$ cat src/rtl/cpu_types_pkg.sv
// Shared CPU types: machine word, base opcodes (including HALT) and fetch FSM states.
package cpu_types_pkg;

    typedef logic [31:0] word_t;

    typedef enum logic [6:0] {
        OpLoad   = 7'b0000011,
        OpImm    = 7'b0010011,
        OpStore  = 7'b0100011,
        OpReg    = 7'b0110011,
        OpLui    = 7'b0110111,
        OpBranch = 7'b1100011,
        OpJalr   = 7'b1100111,
        OpJal    = 7'b1101111,
        HALT     = 7'b1111111
    } opcode_t;

    typedef enum logic [1:0] {
        StRun,
        StDiscard,
        StHalted
    } fetch_state_e;

    localparam word_t InstrStep = 32'd4;

    function automatic word_t align_word(input word_t addr);
        return {addr[31:2], 2'b00};
    endfunction

endpackage

$ cat src/rtl/if_fetch_if.sv
// IF/ID pipeline bundle shared between the fetch stage and decode.
interface if_fetch_if;
    import cpu_types_pkg::*;

    word_t instr;
    word_t pc;
    word_t npc;
    logic  valid;

    modport fetch  (output instr, pc, npc, valid);
    modport decode (input  instr, pc, npc, valid);

endinterface

$ cat src/rtl/if_id_reg.sv
// IF/ID latch: load a new fetch, insert a bubble, or hold the current contents.
module if_id_reg
    import cpu_types_pkg::*;
(
    input  logic  clk_i,
    input  logic  rst_ni,
    input  logic  load_i,
    input  logic  bubble_i,
    input  word_t instr_i,
    input  word_t pc_i,
    input  word_t npc_i,
    if_fetch_if.fetch ifid
);

    word_t instr_q;
    word_t pc_q;
    word_t npc_q;
    logic  valid_q;

    // Bubble wins over load; pc/npc are left as-is on a bubble since valid=0 masks them.
    always_ff @(posedge clk_i) begin
        if (!rst_ni) begin
            instr_q <= '0;
            pc_q    <= '0;
            npc_q   <= '0;
            valid_q <= 1'b0;
        end else if (bubble_i) begin
            instr_q <= '0;
            valid_q <= 1'b0;
        end else if (load_i) begin
            instr_q <= instr_i;
            pc_q    <= pc_i;
            npc_q   <= npc_i;
            valid_q <= 1'b1;
        end
    end

    assign ifid.instr = instr_q;
    assign ifid.pc    = pc_q;
    assign ifid.npc   = npc_q;
    assign ifid.valid = valid_q;

endmodule

$ cat src/rtl/fetch_stage.sv
// Instruction fetch: PC register, miss/redirect FSM and the IF/ID latch.
module fetch_stage
    import cpu_types_pkg::*;
#(
    parameter word_t RESET_PC = 32'h0000_0000
) (
    input  logic  CLK,
    input  logic  nRST,
    input  logic  ihit,
    input  word_t iload,
    output logic  iREN,
    output word_t iaddr,
    input  logic  stall,
    input  logic  flush,
    input  word_t redirect_pc,
    output word_t instr_q,
    output word_t pc_q,
    output word_t npc_q,
    output logic  valid_q
);

    fetch_state_e state_q, state_d;
    word_t        pc_reg_q, pc_reg_d;
    word_t        pend_q, pend_d;
    logic         ifid_load;
    logic         ifid_bubble;
    logic         miss_pending;
    word_t        pc_plus4;

    if_fetch_if ifid ();

    assign pc_plus4     = pc_reg_q + InstrStep;
    assign iaddr        = pc_reg_q;
    assign iREN         = nRST && (state_q != StHalted) && !stall;
    assign miss_pending = iREN && !ihit;

    always_ff @(posedge CLK) begin
        if (!nRST) begin
            state_q  <= StRun;
            pc_reg_q <= RESET_PC;
            pend_q   <= '0;
        end else begin
            state_q  <= state_d;
            pc_reg_q <= pc_reg_d;
            pend_q   <= pend_d;
        end
    end

    always_comb begin
        state_d     = state_q;
        pc_reg_d    = pc_reg_q;
        pend_d      = pend_q;
        ifid_load   = 1'b0;
        ifid_bubble = 1'b0;

        if (flush) begin
            ifid_bubble = 1'b1;
            // An in-flight miss must complete at the old address; park the target.
            if (miss_pending) begin
                pend_d  = align_word(redirect_pc);
                state_d = StDiscard;
            end else begin
                pc_reg_d = align_word(redirect_pc);
                state_d  = StRun;
            end
        end else if (!stall) begin
            unique case (state_q)
                StRun: begin
                    if (ihit) begin
                        ifid_load = 1'b1;
                        if (iload[6:0] == HALT) begin
                            state_d = StHalted;
                        end else begin
                            pc_reg_d = pc_plus4;
                        end
                    end else begin
                        ifid_bubble = 1'b1;
                    end
                end
                StDiscard: begin
                    ifid_bubble = 1'b1;
                    if (ihit) begin
                        pc_reg_d = pend_q;
                        state_d  = StRun;
                    end
                end
                StHalted: begin
                end
                default: begin
                    state_d = StRun;
                end
            endcase
        end
    end

    if_id_reg u_if_id_reg (
        .clk_i    (CLK),
        .rst_ni   (nRST),
        .load_i   (ifid_load),
        .bubble_i (ifid_bubble),
        .instr_i  (iload),
        .pc_i     (pc_reg_q),
        .npc_i    (pc_plus4),
        .ifid     (ifid)
    );

    assign instr_q = ifid.instr;
    assign pc_q    = ifid.pc;
    assign npc_q   = ifid.npc;
    assign valid_q = ifid.valid;

endmodule

$ cat config.mk
export PLATFORM = sky130hd
export DESIGN_NAME = fetch_stage
export DESIGN_NICKNAME = d
export VERILOG_FILES = /design/src/rtl/cpu_types_pkg.sv /design/src/rtl/if_fetch_if.sv /design/src/rtl/if_id_reg.sv /design/src/rtl/fetch_stage.sv
export SDC_FILE = /design/constraint.sdc
export NUM_CORES = 1
export LEC_CHECK = 0
export ABC_AREA = 1
export CELL_PAD_IN_SITES_DETAIL_PLACEMENT = 1
export CELL_PAD_IN_SITES_GLOBAL_PLACEMENT = 2
export CORE_MARGIN = 5
export CORE_UTILIZATION = 27
export DETAILED_ROUTE_END_ITERATION = 8
export PLACE_DENSITY_LB_ADDON = 0.12
export SLEW_MARGIN = 0
export SYNTH_ARGS = -nofsm -noshare
export SYNTH_HDL_FRONTEND = slang
export SYNTH_SLANG_ARGS = --single-unit
$ cat constraint.sdc
create_clock -name CLK -period 4.2 [get_ports CLK]
set_input_delay 0.42 -clock CLK [delete_from_list [all_inputs] [get_ports CLK]]
set_output_delay 0.42 -clock CLK [all_outputs]
set_load 0.03 [all_outputs]
==> impl_metrics.py, run 1 <==
metrics = {
    "clock_network": {
        "postCtsSetupRepairBufs": 0,
        "cts-htree-levels": 4,
        "cts_buffer_depth": 2,
        "cts.sink_count": 155,
        "worstSkewPairLatency_ns": 0.43,
        "postCtsHoldBufs": 0,
        "clk_pin_slew_ns": 0.07,
        "tritoncts": "yes",
        "number_of_instances_resized_during_post_cts_repair": 0,
        "clock-root-buffer": "clkbuf_16",
        "cts_buffers": 17,
    },
    "die": {
        "floorplan_core_area_um2": 25300,
        "boundaryPins": 199,
        "die_span_in_x_um": 171,
        "initial_util_pct": 27.6,
        "dieHeight_um": 171,
        "placementRows": 58,
        "die-area_um2": 29200,
    },
    "detailed_routing": {
        "vias": 7087,
        "ant_nets": 0,
        "drt_wl_total_um": 26600,
        "drt_iter0_drcs": 331,
        "remaining_drc_errors": 0,
        "viasPerCell": 4.64,
        "detail_route.first_pass.iterations": 4,
        "drt-wirelength-per-cell_um": 17.5,
    },
    "timing": {
        "period_needed_ns": 2.51,
        "fmaxAchievable_mhz": 398,
        "tightest_slew_ns": 0.994,
        "setup_tns_ns": 0,
        "unrepaired_setup_endpoints_after_global_routing": "false",
        "finClkSkew_ns": 0.0123,
        "report.final.hold_viol_count": 0,
        "relSlewSlack_pct": 33.8,
        "fin_crit_sh_pct": 59.8,
        "setup_viol_count_final": 0,
        "timing_max_transition_violations_final": 0,
    },
    "worst_setup_path": {
        "worstPathCellList": "clkdlybuf4s50_1 > nor3_2 > nand3_1 > nand3_2 > buf_4 > inv_1 > o21ai_0 > a21oi_1",
        "startpoint_type": "primary input",
        "worst_ep_arrival_time_ns": 2.83,
        "timing.critical_path.slowest_cell_delay_ns": 0.80,
        "crit_path_end_kind": "flop",
        "kind_of_critical_path": "in -> reg",
        "crit_path_top_delay_cell": "clkdlybuf4s50_1",
        "path_max_fanout": 28,
        "timing.critical_path.required_ns": 4.51,
    },
    "run_status": {
        "run_status": "finished, final reports clean",
    },
    "yosys": {
        "yosys_register_bits": 155,
        "number_of_instances_in_the_synthesized_netlist": 1024,
        "netlist_area_um2": 6990,
        "synth.distinct_cells": 33,
        "synth_enable_flop_cells": 0,
        "synthesized_area_per_cell_um2": 6.82,
        "synth-async-reset-ratio_pct": 0,
        "seq_area_frac_synth_pct": 44.4,
        "synth-warning-count": 0,
        "postSynth.topFlopCell": "dfxtp_1",
    },
    "finish": {
        "layout.filler_cells": 3179,
        "layoutNonFillerInstCount": 1526,
        "multi_input_area_um2": 3190,
        "fin_nets": 1253,
        "layout-drive-gt1-share_pct": 4.52,
        "area.growth.synth_to_final_pct": 38.3,
        "seqCellArea_um2": 3100,
        "n_antenna_cell": 0,
    },
    "place": {
        "dpl.hpwl_um": 19000,
        "place.port_buffers": 190,
        "gp_congestion": 0.778,
        "placed_cells": 1494,
    },
    "grt": {
        "grt_use_total_pct": 18.2,
        "global_route_wire_length_before_repair_um": 41100,
        "grt_start_max_net_pins": 131,
        "total_gr_overflow": 0,
        "antenna_found_initial": 0,
        "via_count_of_the_first_global_routing_pass": 7166,
    },
    "power": {
        "vdd_ir_drop_max_mv": 0.205,
        "power_per_cell_area_nw_per_um2": 390,
        "leak_pwr_nw": 3.81,
    },
    "flow_run": {
        "max_cap_violation_count": 0,
    },
    "worst_hold_path": {
        "hp-class": "reg -> reg",
    },
}
==> through the flow <==
stage / power, mW / worst slack, ns / instance area [µm²] / utilization, % / hold slack, ns
after floorplan: 1.96 / 2.38 / 7010 / - / 0.425
after global placement: 2.25 / 1.26 / 9080 / 35.9 / 0.440
after detailed placement: 2.26 / 1.23 / 9080 / 35.9 / 0.446
after CTS: 3.84 / 1.69 / 9660 / 38.2 / 0.456
after global routing: 3.95 / 1.46 / 9660 / 38.2 / 0.476
final: 3.77 / 1.69 / 9660 / 38.2 / 0.453
==> state kept, by name, summed over array words and instances, names as in the netlist <==
signal                  cells
u_if_id_reg.ifid.pc        30
u_if_id_reg.ifid.npc       30
u_if_id_reg.ifid.valid      1
state_q                     2
iaddr                      30
u_if_id_reg.ifid.instr     32
pend_q                     30
==> where the power goes <==
| part | switching [mW] | total, mW | internal [mW] | leakage [nW] |
|---|---|---|---|---|
| logic | 0.372 | 0.604 | 0.232 | 2.27 |
| clock network | 0.718 | 1.56 | 0.837 | 0.276 |
| registers | 0.0708 | 1.61 | 1.54 | 1.26 |
| total | 1.16 | 3.77 | 2.61 | 3.81 |
==> final cells by class <==
type,instances,area share (%)
inverters,108,4.20
flip-flops and latches,155,32.1
clock buffers,17,4.40
well taps,330,4.27
clock inverters,15,1.61
repair buffers,198,20.4
multi-input cells,703,33.0
==> cell usage in the layout (no fill, tap or decap), types with 2 or more instances in the layout <==
cell type,Yosys,layout
inv_6,0,6
nor3_1,3,3
nor2_2,2,2
clkdlybuf4s50_1,0,189
dfxtp_1,155,155
inv_2,4,4
xor2_1,14,14
and2_1,2,2
buf_4,13,7
nand3_1,22,22
clkinv_4,0,2
inv_1,103,103
clkinvlp_4,0,3
nand2_1,244,244
o21ai_1,6,6
a21oi_1,120,120
nand3_2,2,2
o211ai_1,13,13
nor2_1,139,139
o21ai_0,113,113
conb_1,1,6
clkbuf_16,0,17
nand3b_1,6,6
==> critical path: cells and delay by family <==
| kind | cells | cell delay [ns] |
|---|---|---|
| compound gates | 2 | 0.31 |
| buf+inv | 3 | 1.37 |
| simple gates | 3 | 0.71 |
==> final timing paths <==
| path | from | endpoint | slack, ns | cells after the start |
|---|---|---|---|---|
| worst max-delay path | flush | iaddr[16] | 1.69 | 8 |
| worst min-delay path | pend_q[27] | pend_q[27] | 0.45 | 2 |
| worst max register to register | iaddr[2] | u_if_id_reg.ifid.npc[14] | 1.98 | 9 |
| worst min register to register | pend_q[27] | pend_q[27] | 0.45 | 2 |
==> cell usage after synthesis, types with 3 or more instances <==
cell	n	area, µm²
nor2_1	139	522
clkbuf_1	31	116
nand3b_1	6	45.0
buf_1	3	11.3
buf_2	16	80.1
o21ai_0	113	566
inv_2	4	15.0
a21oi_1	120	601
nand3_1	22	110
inv_1	103	387
nand2_1	244	916
buf_4	13	97.6
dfxtp_1	155	3100
o21ai_1	6	30.0
xor2_1	14	123
o211ai_1	13	97.6
nor3_1	3	15.0
==> kinds of logic after synthesis <==
logic type | share of synthesized area, %
compound gates | 18.9
xor+xnor | 1.88
fa+ha+maj | 0.179
buf+inv | 10.2
flops | 44.4
other cells | 0.0537
simple gates | 24.4
==> layer usage <==
layer / wire [µm] / GRT usage, % / vias up
met5: 0 / 0 / -
met4: 376 / 4.86 / 0
met3: 1470 / 4.99 / 26
met2: 13700 / 33.2 / 131
met1: 11100 / 20.9 / 3365
li1: - / - / 3565
Power figures use the tool's default switching activity.
==> run 2: changes to the inputs <==
Settings changed: CORE_UTILIZATION 27 to 23.
Clock period 4.2 ns to 2.04 ns, I/O delays scaled along.
==> run 2 against run 1 <==
Die area rose by 16%; non-clock buffer count rose by 51; clock-buffer cell count unchanged; via count up 2.6%; first-iteration DRC count decreased by 37%; register-to-register slack lost 1.8 ns; design area increased by 6.1%; sequential power up 100%; final cell count up 7.3%; worst setup slack lost 1.6 ns; critical path depth decreased by 6; critical endpoint is now iaddr[21].
==> impl_metrics.py, run 2 (synthesized netlist as in run 1, its figures left out) <==
metrics = {
    "run_status": {
        "run_status": "finished, final reports clean",
    },
    "clock_network": {
        "cts.sink_count": 155,
        "postCtsHoldBufs": 0,
        "worstSkewPairLatency_ns": 0.43,
        "cts-htree-levels": 4,
        "clk_pin_slew_ns": 0.08,
        "cts_buffers": 17,
        "clock-root-buffer": "clkbuf_16",
        "cts_buffer_depth": 2,
        "tritoncts": "yes",
    },
    "die": {
        "initial_util_pct": 23.4,
        "die-area_um2": 34000,
        "floorplan_core_area_um2": 29800,
        "placementRows": 63,
        "dieHeight_um": 184,
        "die_span_in_x_um": 184,
        "boundaryPins": 199,
    },
    "worst_setup_path": {
        "startpoint_type": "flop",
        "crit_path_end_kind": "output pin",
        "worstPathCellList": "buf_4 > clkdlybuf4s50_1",
        "timing.critical_path.slowest_cell_delay_ns": 0.70,
        "path_max_fanout": 4,
        "cp_launch_point": "iaddr[21]",
        "reg2reg_depth": 12,
        "cp_capture_point": "iaddr[21]",
        "launch_instance_of_the_worst_register_to_register_path": "iaddr[2]",
        "crit_path_top_delay_cell": "clkdlybuf4s50_1",
        "timing.critical_path.buf_inv": 2,
        "path_delay_family": "buffers and inverters",
        "ff_to_ff_end": "iaddr[22]",
        "ff2ff_setup_slack_ns": 0.23,
        "timing.critical_path.required_ns": 1.84,
        "kind_of_critical_path": "reg -> out",
        "worst_ep_arrival_time_ns": 1.73,
        "worst-path-stages": 2,
    },
    "finish": {
        "largest_register_ff_count": 32,
        "fin_nets": 1304,
        "n_antenna_cell": 0,
        "layout.cells.most_common_list": "nand2_1, clkdlybuf4s50_1, dfxtp_1, nor2_1, a21oi_1",
        "layout.filler_cells": 3700,
        "layout-drive-gt1-share_pct": 8.90,
        "layoutNonFillerInstCount": 1637,
        "area.growth.synth_to_final_pct": 46.8,
        "layout_commonest_cell": "nand2_1",
    },
    "place": {
        "placed_cells": 1605,
        "dpl.hpwl_um": 21400,
        "place.port_buffers": 190,
        "gp_congestion": 0.769,
    },
    "flow_run": {
        "max_cap_violation_count": 0,
    },
    "power": {
        "leak_pwr_nw": 4.13,
        "power_per_cell_area_nw_per_um2": 771,
        "totalPowerFinal_mw": 7.91,
        "vdd_ir_drop_max_mv": 0.516,
    },
    "grt": {
        "grt_use_total_pct": 16.6,
        "via_count_of_the_first_global_routing_pass": 7737,
        "antenna_found_initial": 0,
        "grt_start_max_net_pins": 58,
        "total_gr_overflow": 0,
        "global_route_wire_length_before_repair_um": 43700,
    },
    "detailed_routing": {
        "drt-wirelength-per-cell_um": 17.2,
        "remaining_drc_errors": 0,
        "drt_iter0_drcs": 207,
        "detail_route.first_pass.iterations": 4,
        "viasPerCell": 4.44,
        "drt_wl_total_um": 28200,
        "ant_nets": 0,
        "vias": 7271,
    },
    "timing": {
        "relSlewSlack_pct": 65.5,
        "fmaxAchievable_mhz": 518,
        "report.final.hold_viol_count": 0,
        "unrepaired_setup_endpoints_after_global_routing": "false",
        "fin_crit_sh_pct": 94.6,
        "period_needed_ns": 1.93,
        "tightest_slew_ns": 0.518,
        "setup_tns_ns": 0,
        "setup_viol_count_final": 0,
        "timing_max_transition_violations_final": 0,
        "finClkSkew_ns": 0.0180,
    },
    "worst_hold_path": {
        "hp-class": "in -> reg",
    },
}
[run 2: worst min-delay path: stages]
cell and delay [ns]:
buf_2 0.13, inv_1 0.10, a21oi_1 0.05
[run 2: worst min-delay path by stage]
| stage | slack (ns) | to | from | cells after the start |
|---|---|---|---|---|
| 6_report | 0.09 | u_if_id_reg.ifid.npc[2] | nRST | 3 |
| 5_1_grt | 0.09 | u_if_id_reg.ifid.npc[2] | nRST | 3 |
| 4_1_cts | 0.08 | u_if_id_reg.ifid.npc[2] | nRST | 3 |
| 3_5_place_dp | 0.44 | pend_q[24] | pend_q[24] | 2 |
| 3_3_place_gp | 0.44 | pend_q[23] | pend_q[23] | 2 |
| 2_1_floorplan | 0.35 | u_if_id_reg.ifid.instr[31] | iload[31] | 2 |
[run 2: metal layers]
metal | wire length [µm] | share of wire, % | track usage (%)
met3 | 1520 | 5.4 | 4.84
met5 | 0 | 0 | 0
met2 | 14700 | 52 | 31.0
met1 | 11300 | 40 | 18.3
met4 | 605 | 2.1 | 4.67
[run 2: power breakdown]
part           internal [mW]  switching (mW)  total (mW)
clock network           1.65            1.59        3.24
logic                  0.564           0.824        1.39
registers               3.16           0.116        3.28
total                   5.38            2.53        7.91
[run 2: through the flow]
step                      hold WS, ns  util [%]  setup slack, ns  instance area (µm²)
after detailed placement        0.443      32.3           0.0308                 9640
after global placement          0.439      32.3           0.0553                 9640
final                          0.0911      34.4            0.111                10300
after floorplan                 0.351         -            0.223                 7010
after CTS                      0.0804      34.3           0.0445                10200
after global routing           0.0926      34.4           0.0254                10300
[run 2: area by class of cell]
cell class | instances | area (µm²) | share of cell area [%]
clock buffers | 17 | 425 | 4.15
repair buffers | 249 | 2450 | 23.9
inverters | 108 | 405 | 3.95
multi-input cells | 703 | 3210 | 31.3
flip-flops and latches | 155 | 3100 | 30.3
clock inverters | 15 | 169 | 1.65
well taps | 390 | 488 | 4.76
[run 2: repair_timing]
item / 4_1_cts / 5_1_grt
endpoints found under the setup margin: 1 / 10
gates resized for setup: 1 / 6
hold endpoints to repair: 0 / 0
setup buffers: 0 / 0
